`config.mk`:
```
export PLATFORM = sky130hd
export DESIGN_NAME = count_sched
export DESIGN_NICKNAME = d
export VERILOG_FILES = /design/src/rtl/count_sched_pkg.sv /design/src/rtl/count_sched_rr_arbiter.sv /design/src/rtl/count_sched.sv
export SDC_FILE = /design/constraint.sdc
export NUM_CORES = 1
export LEC_CHECK = 0
export BUFFER_PORTS_ARGS = -buffer_cell sky130_fd_sc_hd__buf_4
export CAP_MARGIN = 30
export CORE_UTILIZATION = 48
export DETAILED_ROUTE_END_ITERATION = 7
export GPL_ROUTABILITY_DRIVEN = 0
export HOLD_SLACK_MARGIN = 0.02
export PLACE_DENSITY = 0.87
export REMOVE_ABC_BUFFERS = 1
export SLEW_MARGIN = 20
export SYNTH_ARGS = -nofsm -noshare
export SYNTH_HDL_FRONTEND = slang
export SYNTH_SLANG_ARGS = --single-unit
```
`constraint.sdc`:
```
create_clock -name clk -period 3.5 [get_ports clk]
set_input_delay 0.525 -clock clk [delete_from_list [all_inputs] [get_ports clk]]
set_output_delay 0.525 -clock clk [all_outputs]
set_load 0.01 [all_outputs]
```
`src/rtl/count_sched_pkg.sv`:
```
// rtl/count_sched_pkg.sv - shared types, defaults and round-robin pick helper for count_sched
package count_sched_pkg;

  typedef enum logic [1:0] {
    IDLE  = 2'd0,
    COUNT = 2'd1,
    DONE  = 2'd2
  } state_e;

  localparam int unsigned DEF_NUM_REQ     = 4;
  localparam int unsigned DEF_INPUT_WIDTH = 8;
  localparam int unsigned MAX_REQ         = 32;
  localparam int unsigned MAX_ID_W        = 5;

  // First valid requester at or after ptr, wrapping at n-1 -> 0; result is one-hot or zero.
  function automatic logic [MAX_REQ-1:0] rr_pick(input logic [MAX_REQ-1:0] valid,
                                                 input int unsigned n,
                                                 input int unsigned ptr);
    logic [MAX_REQ-1:0] gnt;
    int unsigned        idx;
    gnt = '0;
    for (int unsigned k = 0; k < MAX_REQ; k++) begin
      if (k < n) begin
        idx = ptr + k;
        if (idx >= n) idx = idx - n;
        if (valid[idx[MAX_ID_W-1:0]] && (gnt == '0)) gnt[idx[MAX_ID_W-1:0]] = 1'b1;
      end
    end
    return gnt;
  endfunction

endpackage

```
`src/rtl/count_sched_rr_arbiter.sv`:
```
// rtl/count_sched_rr_arbiter.sv - combinational round-robin arbiter, pointer held by the caller
module rr_arbiter
  import count_sched_pkg::*;
#(
  parameter int unsigned N  = DEF_NUM_REQ,
  parameter int unsigned IW = $clog2(N)
) (
  input  logic [N-1:0]  req,
  input  logic [IW-1:0] ptr,
  input  logic          en,
  output logic [N-1:0]  gnt,
  output logic [IW-1:0] gnt_id
);

  logic [MAX_REQ-1:0] pick;

  always_comb begin
    pick   = rr_pick(MAX_REQ'(req), N, 32'(ptr));
    gnt    = en ? pick[N-1:0] : '0;
    gnt_id = '0;
    for (int i = 0; i < int'(N); i++) begin
      if (pick[i]) gnt_id = IW'(i);
    end
  end

endmodule

```
`src/rtl/count_sched.sv`:
```
// rtl/count_sched.sv - round-robin scheduler sharing one up-counter among NUM_REQ requesters
module count_sched
  import count_sched_pkg::*;
#(
  parameter int unsigned NUM_REQ     = DEF_NUM_REQ,
  parameter int unsigned INPUT_WIDTH = DEF_INPUT_WIDTH,
  parameter int unsigned ID_W        = $clog2(NUM_REQ)
) (
  input  logic                           clk,
  input  logic                           reset,
  input  logic [NUM_REQ-1:0]             req_valid,
  input  logic [NUM_REQ*INPUT_WIDTH-1:0] req_stop,
  output logic [NUM_REQ-1:0]             req_ready,
  output logic [NUM_REQ-1:0]             resp_valid,
  output logic                           busy,
  output logic [ID_W-1:0]                cur_id,
  output logic [INPUT_WIDTH-1:0]         cur_count
);

  state_e                 state_q, state_d;
  logic [INPUT_WIDTH-1:0] ctr_q, ctr_d;
  logic [INPUT_WIDTH-1:0] stop_q, stop_d;
  logic [ID_W-1:0]        cur_id_q, cur_id_d;
  logic [ID_W-1:0]        rr_ptr_q, rr_ptr_d;
  logic [NUM_REQ-1:0]     gnt;
  logic [ID_W-1:0]        gnt_id;

  rr_arbiter #(.N(NUM_REQ), .IW(ID_W)) u_arb (
    .req    (req_valid),
    .ptr    (rr_ptr_q),
    .en     ((state_q == IDLE) && !reset),
    .gnt    (gnt),
    .gnt_id (gnt_id)
  );

  always_comb begin
    state_d    = state_q;
    ctr_d      = ctr_q;
    stop_d     = stop_q;
    cur_id_d   = cur_id_q;
    rr_ptr_d   = rr_ptr_q;
    resp_valid = '0;
    case (state_q)
      IDLE: begin
        if (gnt != '0) begin
          stop_d   = req_stop[gnt_id*INPUT_WIDTH +: INPUT_WIDTH];
          cur_id_d = gnt_id;
          ctr_d    = '0;
          // Explicit wrap so non-power-of-2 NUM_REQ never points past the last requester.
          rr_ptr_d = (gnt_id == ID_W'(NUM_REQ-1)) ? '0 : gnt_id + 1'b1;
          state_d  = COUNT;
        end
      end
      COUNT: begin
        if (ctr_q == stop_q) state_d = DONE;
        else                 ctr_d   = ctr_q + 1'b1;
      end
      DONE: begin
        if (!reset) resp_valid[cur_id_q] = 1'b1;
        state_d = IDLE;
      end
      default: state_d = IDLE;
    endcase
  end

  always_ff @(posedge clk) begin
    if (reset) begin
      state_q  <= IDLE;
      ctr_q    <= '0;
      stop_q   <= '0;
      cur_id_q <= '0;
      rr_ptr_q <= '0;
    end else begin
      state_q  <= state_d;
      ctr_q    <= ctr_d;
      stop_q   <= stop_d;
      cur_id_q <= cur_id_d;
      rr_ptr_q <= rr_ptr_d;
    end
  end

  assign req_ready = gnt;
  assign busy      = (state_q != IDLE);
  assign cur_id    = cur_id_q;
  assign cur_count = ctr_q;

endmodule

```
==> implementation parameters, run 1 <==
Parameter                              Value

Synth
  Xor-xnor portion of the synthesized cell area ... 3.78%
  Number of distinct library cells after synthesis ... 58
  Adder-cell share of the synthesized area ... 6.00%
  Synthesized instance count ... 255
  Mux cell area share after synthesis ... 13.3%
  Post-synthesis compound-gate area fraction ... 24.9%
  Post-synth top area cell ... dfxtp_1
  Number of flops mapped to enable cells by yosys ... 0
  Main combinational cell family by area after synthesis ... compound AO/OA/AOI/OAI gates
  Synth async-reset ratio ... 0%
  Proportion of synthesized chip area in sequential cells ... 21.1%
  Area share of the largest cell type after synthesis ... 21.1%
  Leading post-synthesis cells by cell area ... dfxtp_1 (21%), ha_1 (6.0%), mux2i_1 (5.8%)
  Number of flip-flops and latches in the synthesized netlist ... 22
  Post-Synthesis Mean Instance Area ... 8.18 um2
  Synth Flop Type ... dfxtp_1
  Warnings, synthesis ... 0
  Post-synthesis instance area ... 2090 um2
  Area share of and/or/nand/nor cells after synthesis ... 24.6%

Global routing
  Vias in the first global route ... 1974
  Largest net degree at the start of global routing ... 30
  Combined global-route utilization of all metal layers ... 25.2%
  Global route overflow ... 0
  First-pass GRT wire length ... 8.94 mm
  Initial antenna violation count ... 0

Power and ir drop
  Pwr/cell area ... 821 nW/um2
  Share of power burned in combinational logic ... 74.8%
  Worst supply voltage drop on vdd ... 0.545 mV
  Leakage power total ... 0.00116 uW
  Internal Dissipation ... 1130 uW
  Net switching share of the total power ... 49.5%
  Sequential share of power ... 18.3%
  Net switching power ... 1110 uW
  Share of total power in the clock network ... 6.9%

Finish
  Filler cell count in the final layout ... 334
  Area Growth Syn to Fin ... 30.3%
  Final-stage net count ... 359
  Storage cell area ... 445 um2
  Number of antenna diodes ... 0
  Ratio of cells with drive above 1 in the final layout ... 32.4%
  Count of placed standard cells in the final layout, fillers left out ... 359
  Area of the multi-input gates ... 1600 um2
  Final instance area ... 2720 um2

Placement
  Port Buffers ... 56
  Worst setup timing slack at the placement stage ... 0.0985 ns
  Placed Area ... 2560 um2
  Number of cells in the design after placement ... 354
  Hpwl dp ... 4.19 mm

Drt
  Via density per instance ... 6.24
  Per-cell routed wire length ... 16.2 um
  Final routed wirelength across all metal layers ... 5.83 mm
  Via count of the routed design ... 2239
  Number of routed nets with antenna violations ... 0
  Iter 0 DRT Violations ... 119
  Post-detailed-route DRC marker count ... 0
  First-pass DRT Iterations ... 4

STA
  Unrepaired setup endpoints after global routing ... yes
  Final-report hold violation count ... 0
  Total count of max-transition violations in the final report ... 0
  Final min period ... 3.44 ns
  Worst-case headroom to the max-slew limit ... 54.9%
  Share of the clock period used by the worst path ... 98.2%
  Number of endpoints failing setup at the final stage ... 0
  Highest clock rate ... 0.291 GHz
  Worst setup skew after layout ... 0.00388 ns
  Tightest Pin Transition ... 0.676 ns
  Worst Setup Slack, final ... 0.0621 ns

Critical path
  Delay of the slowest cell on the worst path ... 0.52 ns
  Cell with the biggest individual delay on the critical path ... mux4_2
  Data required, critical path ... 2.97 ns
  Worst Setup End Kind ... output port
  Top fanout value on the critical path ... 13
  Kind of critical path ... flop to output port
  Startpoint types ... flop
  Cell-by-cell listing of the critical path ... buf_12 > mux4_2 > a221o_1 > or2_1 > or3_4 > o211a_4 > a21oi_4 > nor2_1 > buf_4
  Data arrival time of the critical path ... 2.91 ns

Hold path
  Hold Crit Class ... flop to flop

Floorplan
  I/O pin total ... 57
  Number of standard-cell rows in the floorplan ... 23
  Die width ... 67.9 um
  Total die area ... 4620 um2
  Vert. Die Dim ... 67.9 um
  Core outline area ... 4090 um2
  Initial standard-cell utilization of the core ... 51.1%

Clock network
  CTS sink count ... 22
  Worst-case clock buffer depth ... 2
  TritonCTS buffer count ... 3
  Clock transition at the register clock pins on the worst setup and hold paths after CTS ... 0.07 ns
  Root buffer cell ... clkbuf_8
  Depth of the CTS H-tree ... 1
  Clock latency of the later-clocked register in the worst-skew pair ... 0.26 ns
  Clock tree from TritonCTS ... done

Flow run
  Max-capacitance violation count ... 0

Status
  Outcome ... completed
registers in the layout, indices dropped and copies added, names as in the netlist:
register and cells:
cur_count 8, cur_id 2, rr_ptr_q 2, state_q 2, stop_q 8
worst paths after layout:
kind	startpoint	end	slack (ns)	depth (start not counted)
max reg2reg	rr_ptr_q[0]	stop_q[7]	0.24	11
max	rr_ptr_q[0]	req_ready[3]	0.06	9
min reg2reg	state_q[1]	state_q[1]	0.52	1
min	state_q[1]	state_q[1]	0.52	1
logic make-up (layout without fill, tap and decap cells):
logic type                 Yosys count  after routing
DFF                                 22             22
buffers and inverters               29             83
and+or+nand+nor                     93             93
muxes                               23             23
adders and majority gates           10             10
xor gates and xnor gates             9              9
AOI/OAI and AO/OA                   69             69
power by group through the flow:
| stage | registers [uW] | clock network, uW | logic, uW |
|---|---|---|---|
| 5_1_grt | 417 | 172 | 1810 |
| 3_5_place_dp | 403 | 0 | 1490 |
| 4_1_cts | 397 | 159 | 1550 |
| 2_1_floorplan | 415 | 0 | 1010 |
| 6_report | 410 | 154 | 1670 |
| 3_3_place_gp | 396 | 0 | 1460 |
timing repair:
item	in CTS	in global routing
setup endpoints to repair	4	9
resized for setup	4	19
hold buffers	0	0
pin swaps	2	6
setup buffers	1	1
layer usage:
| layer | GRT usage, % | wire (um) |
|---|---|---|
| met2 | 40.4 | 2720 |
| met4 | 7.29 | 125 |
| met5 | 0 | 0 |
| met1 | 34.4 | 2560 |
| met3 | 3.83 | 426 |
area by class of cell:
cell class	count	area share, %
Inverter	12	1.75
Sequential cell	22	16.4
Timing Repair Buffer	68	19.2
Multi-Input combinational cell	204	58.8
Clock buffer	3	1.52
Tap cell	50	2.30
per-stage QoR:
| stage | power [uW] | hold WS, ns | TNS (ns) | utilization [%] |
|---|---|---|---|---|
| 3_3_place_gp | 1860 | 0.477 | 0 | 62.6 |
| 6_report | 2230 | 0.519 | 0 | 66.6 |
| 3_5_place_dp | 1900 | 0.508 | 0 | 62.6 |
| 5_1_grt | 2400 | 0.550 | -0.0549 | 66.6 |
| 2_1_floorplan | 1430 | 0.446 | -0.491 | - |
| 4_1_cts | 2100 | 0.519 | 0 | 64.5 |
placed cells by master, fill, tap and decap left out, types with 4 or more instances in the layout:
master | Yosys | routed
a211oi_1 | 5 | 5
a21oi_1 | 13 | 13
a22oi_1 | 5 | 5
a41oi_1 | 5 | 5
and3_1 | 4 | 4
buf_4 | 0 | 67
dfxtp_1 | 22 | 20
ha_1 | 10 | 8
inv_1 | 12 | 10
mux2_2 | 8 | 6
mux2i_1 | 12 | 12
nand2_1 | 16 | 16
nand3_1 | 19 | 18
nand3b_1 | 10 | 10
nor2_1 | 11 | 11
nor2b_1 | 4 | 4
o21bai_1 | 4 | 4
o221ai_1 | 4 | 4
or3_1 | 8 | 7
xor2_1 | 8 | 8
cell usage after synthesis (2+ instances only):
| library cell | number |
|---|---|
| and2_1 | 3 |
| a41oi_1 | 5 |
| ha_1 | 10 |
| or3_1 | 8 |
| inv_1 | 12 |
| clkbuf_1 | 10 |
| nor4_1 | 3 |
| o21bai_1 | 4 |
| nor2b_1 | 4 |
| nor3_1 | 2 |
| a211oi_1 | 5 |
| a31o_2 | 2 |
| nor3b_1 | 3 |
| mux4_2 | 3 |
| a22oi_1 | 5 |
| mux2i_1 | 12 |
| a21oi_1 | 13 |
| a41o_1 | 3 |
| nand2b_1 | 2 |
| nand3_1 | 19 |
| xor2_1 | 8 |
| a31oi_1 | 2 |
| a21o_1 | 2 |
| o31ai_1 | 2 |
| buf_2 | 5 |
| o21ai_1 | 2 |
| and4_1 | 2 |
| and3_1 | 4 |
| o221ai_1 | 4 |
| nand3b_1 | 10 |
| or2_2 | 2 |
| nor2_1 | 11 |
| o21ai_0 | 3 |
| nand2_1 | 16 |
| o311ai_1 | 2 |
| buf_6 | 2 |
| mux2_2 | 8 |
| dfxtp_1 | 22 |
worst max-delay path, delay by kind of cell (launching register included):
kind,cells,cell delay [ns]
buffers and inverters,2,0.31
AND/OR/NAND/NOR,3,0.73
multiplexers,1,0.52
AO/OA/AOI/OAI,3,0.70
flip-flops,1,0.38
No activity file was read; power rests on OpenSTA's default activity.
==> inputs of run 2 (changes only) <==
--- a/config.mk
+++ b/config.mk
@@ -6,8 +6,10 @@
 export NUM_CORES = 1
 export LEC_CHECK = 0
 export BUFFER_PORTS_ARGS = -buffer_cell sky130_fd_sc_hd__buf_4
-export CAP_MARGIN = 30
-export CORE_UTILIZATION = 48
+export CAP_MARGIN = 15
+export CELL_PAD_IN_SITES_DETAIL_PLACEMENT = 0
+export CELL_PAD_IN_SITES_GLOBAL_PLACEMENT = 1
+export CORE_UTILIZATION = 35
 export DETAILED_ROUTE_END_ITERATION = 7
 export GPL_ROUTABILITY_DRIVEN = 0
 export HOLD_SLACK_MARGIN = 0.02
==> run 2 against run 1 <==
Routed wire length is 4.3% higher. Design area is 4.4% higher. First-iteration DRC count is 54% higher. Die area is 36% higher. Global-route usage is 5.9 points lower. Register-to-register slack worse by 0.05 ns. Clock power is 19% higher. Fmax is 0.51% higher. Critical path type unchanged. Critical endpoint unchanged. Largest cell class unchanged. Largest power group unchanged. Highest routed layer unchanged.
==> implementation parameters, run 2 (synthesized netlist as in run 1, its figures left out) <==
Parameter                              Value

Critical path
  Data arrival time of the critical path ... 2.90 ns (was 2.91 ns)
  Startpoint types ... flop (unchanged)
  Largest delay share family, worst path ... compound AO/OA/AOI/OAI gates (was simple AND/OR/NAND/NOR gates)
  Kind of critical path ... flop to output port (unchanged)
  Start point of the critical path ... rr_ptr_q[1] (was rr_ptr_q[0])
  Top fanout value on the critical path ... 5 (was 13)
  Data required, critical path ... 2.97 ns (about the same)
  Delay of the slowest cell on the worst path ... 0.38 ns (was 0.52 ns)
  Cell-by-cell listing of the critical path ... inv_2 > ha_4 > mux2_4 > a221o_1 > or2_4 > or3_4 > o211a_4 > a21oi_4 > nor2_2 > buf_4 (was buf_12 > mux4_2 > a221o_1 > or2_1 > or3_4 > o211a_4 > a21oi_4 > nor2_1 > buf_4)
  Cell with the biggest individual delay on the critical path ... a221o_1 (was mux4_2)
  Crit Reg-Reg Startpoint ... rr_ptr_q[1] (was rr_ptr_q[0])
  Worst Setup End Kind ... output port (unchanged)
  CP Buf/Inv Count ... 2 (unchanged)

STA
  Worst Setup Slack, final ... 0.0794 ns (was 0.0621 ns)
  Worst-case headroom to the max-slew limit ... 61.9% (was 54.9%)
  Highest clock rate ... 0.292 GHz (was 0.291 GHz)
  Share of the clock period used by the worst path ... 97.7% (was 98.2%)
  Worst setup skew after layout ... 0.00159 ns (was 0.00388 ns)
  Number of endpoints failing setup at the final stage ... 0 (unchanged)
  Final-report hold violation count ... 0 (unchanged)
  Total count of max-transition violations in the final report ... 0 (unchanged)
  Final min period ... 3.42 ns (was 3.44 ns)
  Tightest Pin Transition ... 0.566 ns (was 0.676 ns)
  Unrepaired setup endpoints after global routing ... yes (unchanged)

Floorplan
  Number of standard-cell rows in the floorplan ... 27 (was 23)
  Total die area ... 6280 um2 (was 4620 um2)
  Vert. Die Dim ... 79.2 um (was 67.9 um)
  Initial standard-cell utilization of the core ... 37.0% (was 51.1%)
  Die width ... 79.2 um (was 67.9 um)
  I/O pin total ... 57 (unchanged)
  Core outline area ... 5640 um2 (was 4090 um2)

Clock network
  Hold-fix buffers, CTS ... 0 (unchanged)
  Clock latency of the later-clocked register in the worst-skew pair ... 0.26 ns (about the same)
  Worst-case clock buffer depth ... 2 (unchanged)
  CTS sink count ... 22 (unchanged)
  Root buffer cell ... clkbuf_8 (unchanged)
  Clock tree from TritonCTS ... done (unchanged)
  TritonCTS buffer count ... 3 (unchanged)
  Depth of the CTS H-tree ... 1 (unchanged)
  Clock transition at the register clock pins on the worst setup and hold paths after CTS ... 0.08 ns (was 0.07 ns)

Finish
  Highest-count cells in the layout ignoring fill and taps ... buf_4 (77), dfxtp_1 (21), nand3_1 (18), nand2_1 (16), a21oi_1 (13) (was buf_4 (67), dfxtp_1 (20), nand3_1 (18), nand2_1 (16), a21oi_1 (13))
  Final instance area ... 2840 um2 (was 2720 um2)
  Ratio of cells with drive above 1 in the final layout ... 35.9% (was 32.4%)
  Area Growth Syn to Fin ... 36.0% (was 30.3%)
  Final-stage net count ... 369 (was 359)
  Number of antenna diodes ... 0 (unchanged)
  Most common cell after layout, fill and taps aside ... buf_4 (unchanged)

Placement
  Port Buffers ... 56 (unchanged)
  Worst setup timing slack at the placement stage ... 0.0970 ns (was 0.0985 ns)
  Hpwl dp ... 4.36 mm (was 4.19 mm)
  Placed Area ... 2650 um2 (was 2560 um2)

Global routing
  Vias in the first global route ... 1976 (was 1974)
  Combined global-route utilization of all metal layers ... 19.2% (was 25.2%)
  Initial antenna violation count ... 0 (unchanged)
  First-pass GRT wire length ... 9.55 mm (was 8.94 mm)
  Global route overflow ... 0 (unchanged)
  Largest net degree at the start of global routing ... 30 (unchanged)

Flow run
  Max-capacitance violation count ... 0 (unchanged)

Power and ir drop
  Worst supply voltage drop on vdd ... 0.397 mV (was 0.545 mV)
  Pwr/cell area ... 836 nW/um2 (was 821 nW/um2)
  Leakage power total ... 0.00122 uW (was 0.00116 uW)

Drt
  Via density per instance ... 5.65 (was 6.24)
  Post-detailed-route DRC marker count ... 0 (unchanged)
  First-pass DRT Iterations ... 4 (unchanged)
  Per-cell routed wire length ... 15.5 um (was 16.2 um)
  Iter 0 DRT Violations ... 183 (was 119)
  Via count of the routed design ... 2216 (was 2239)
  Final routed wirelength across all metal layers ... 6.08 mm (was 5.83 mm)
  Number of routed nets with antenna violations ... 0 (unchanged)

Hold path
  Hold Crit Class ... flop to flop (unchanged)
  Worst hold start ... state_q[1] (unchanged)

Status
  Outcome ... completed (unchanged)
## run 2: worst reg2reg max path: stages, from the launching register on
cell	delay, ns
dfxtp_1	0.35
inv_2	0.07
ha_4	0.30
mux2_4	0.31
a221o_1	0.38
or2_4	0.28
or3_4	0.37
o211a_4	0.17
a21oi_4	0.19
buf_4	0.17
nand2_1	0.06
ha_1	0.19
a2111o_1	0.28
a21oi_1	0.12
## run 2: where the power goes
part	switching [uW]	leakage (uW)	internal, uW	total (uW)
logic	985	0.00101	806	1790
registers	70.7	0.000181	327	397
clock network	84.0	0.0000288	100	184
## run 2: timing repair
action,CTS,global route
resized for setup,3,21
cloned,0,0
setup buffers,1,3
endpoints found under the setup margin,2,17
pin swaps,1,7
## run 2: final timing paths
check,to,slack (ns),cells after the start
worst max register to register,rr_ptr_q[0],0.19,13
worst min register to register,state_q[1],0.50,1
worst max-delay path,req_ready[3],0.08,10
worst min-delay path,state_q[1],0.50,1
## run 2: cell type report
class / count / area, um2
Fill cell: 535 / 2800
Sequential cell: 22 / 442
Multi-Input combinational cell: 204 / 1620
Inverter: 12 / 45.0
Clock buffer: 4 / 55.1
Timing Repair Buffer: 78 / 589
Tap cell: 72 / 90.1
## run 2: routing by layer
layer / track usage, % / up-vias / routed length [um]
li1: - / 1101 / -
met1: 26.4 / 1028 / 2730
met2: 31.5 / 83 / 2850
met3: 3.79 / 4 / 462
met4: 2.91 / 0 / 44
met5: 0 / - / 0
## run 2: per-stage QoR
| step | power (uW) | hold WS, ns | cells | TNS [ns] | util, % |
|---|---|---|---|---|---|
| after floorplan | 1430 | 0.446 | 238 | -0.491 | - |
| after global placement | 1980 | 0.478 | 384 | 0 | 46.9 |
| after detailed placement | 1990 | 0.485 | 384 | 0 | 46.9 |
| after CTS | 2230 | 0.497 | 389 | 0 | 48.4 |
| after global routing | 2580 | 0.531 | 392 | -0.0713 | 50.3 |
| final | 2370 | 0.497 | 392 | 0 | 50.3 |
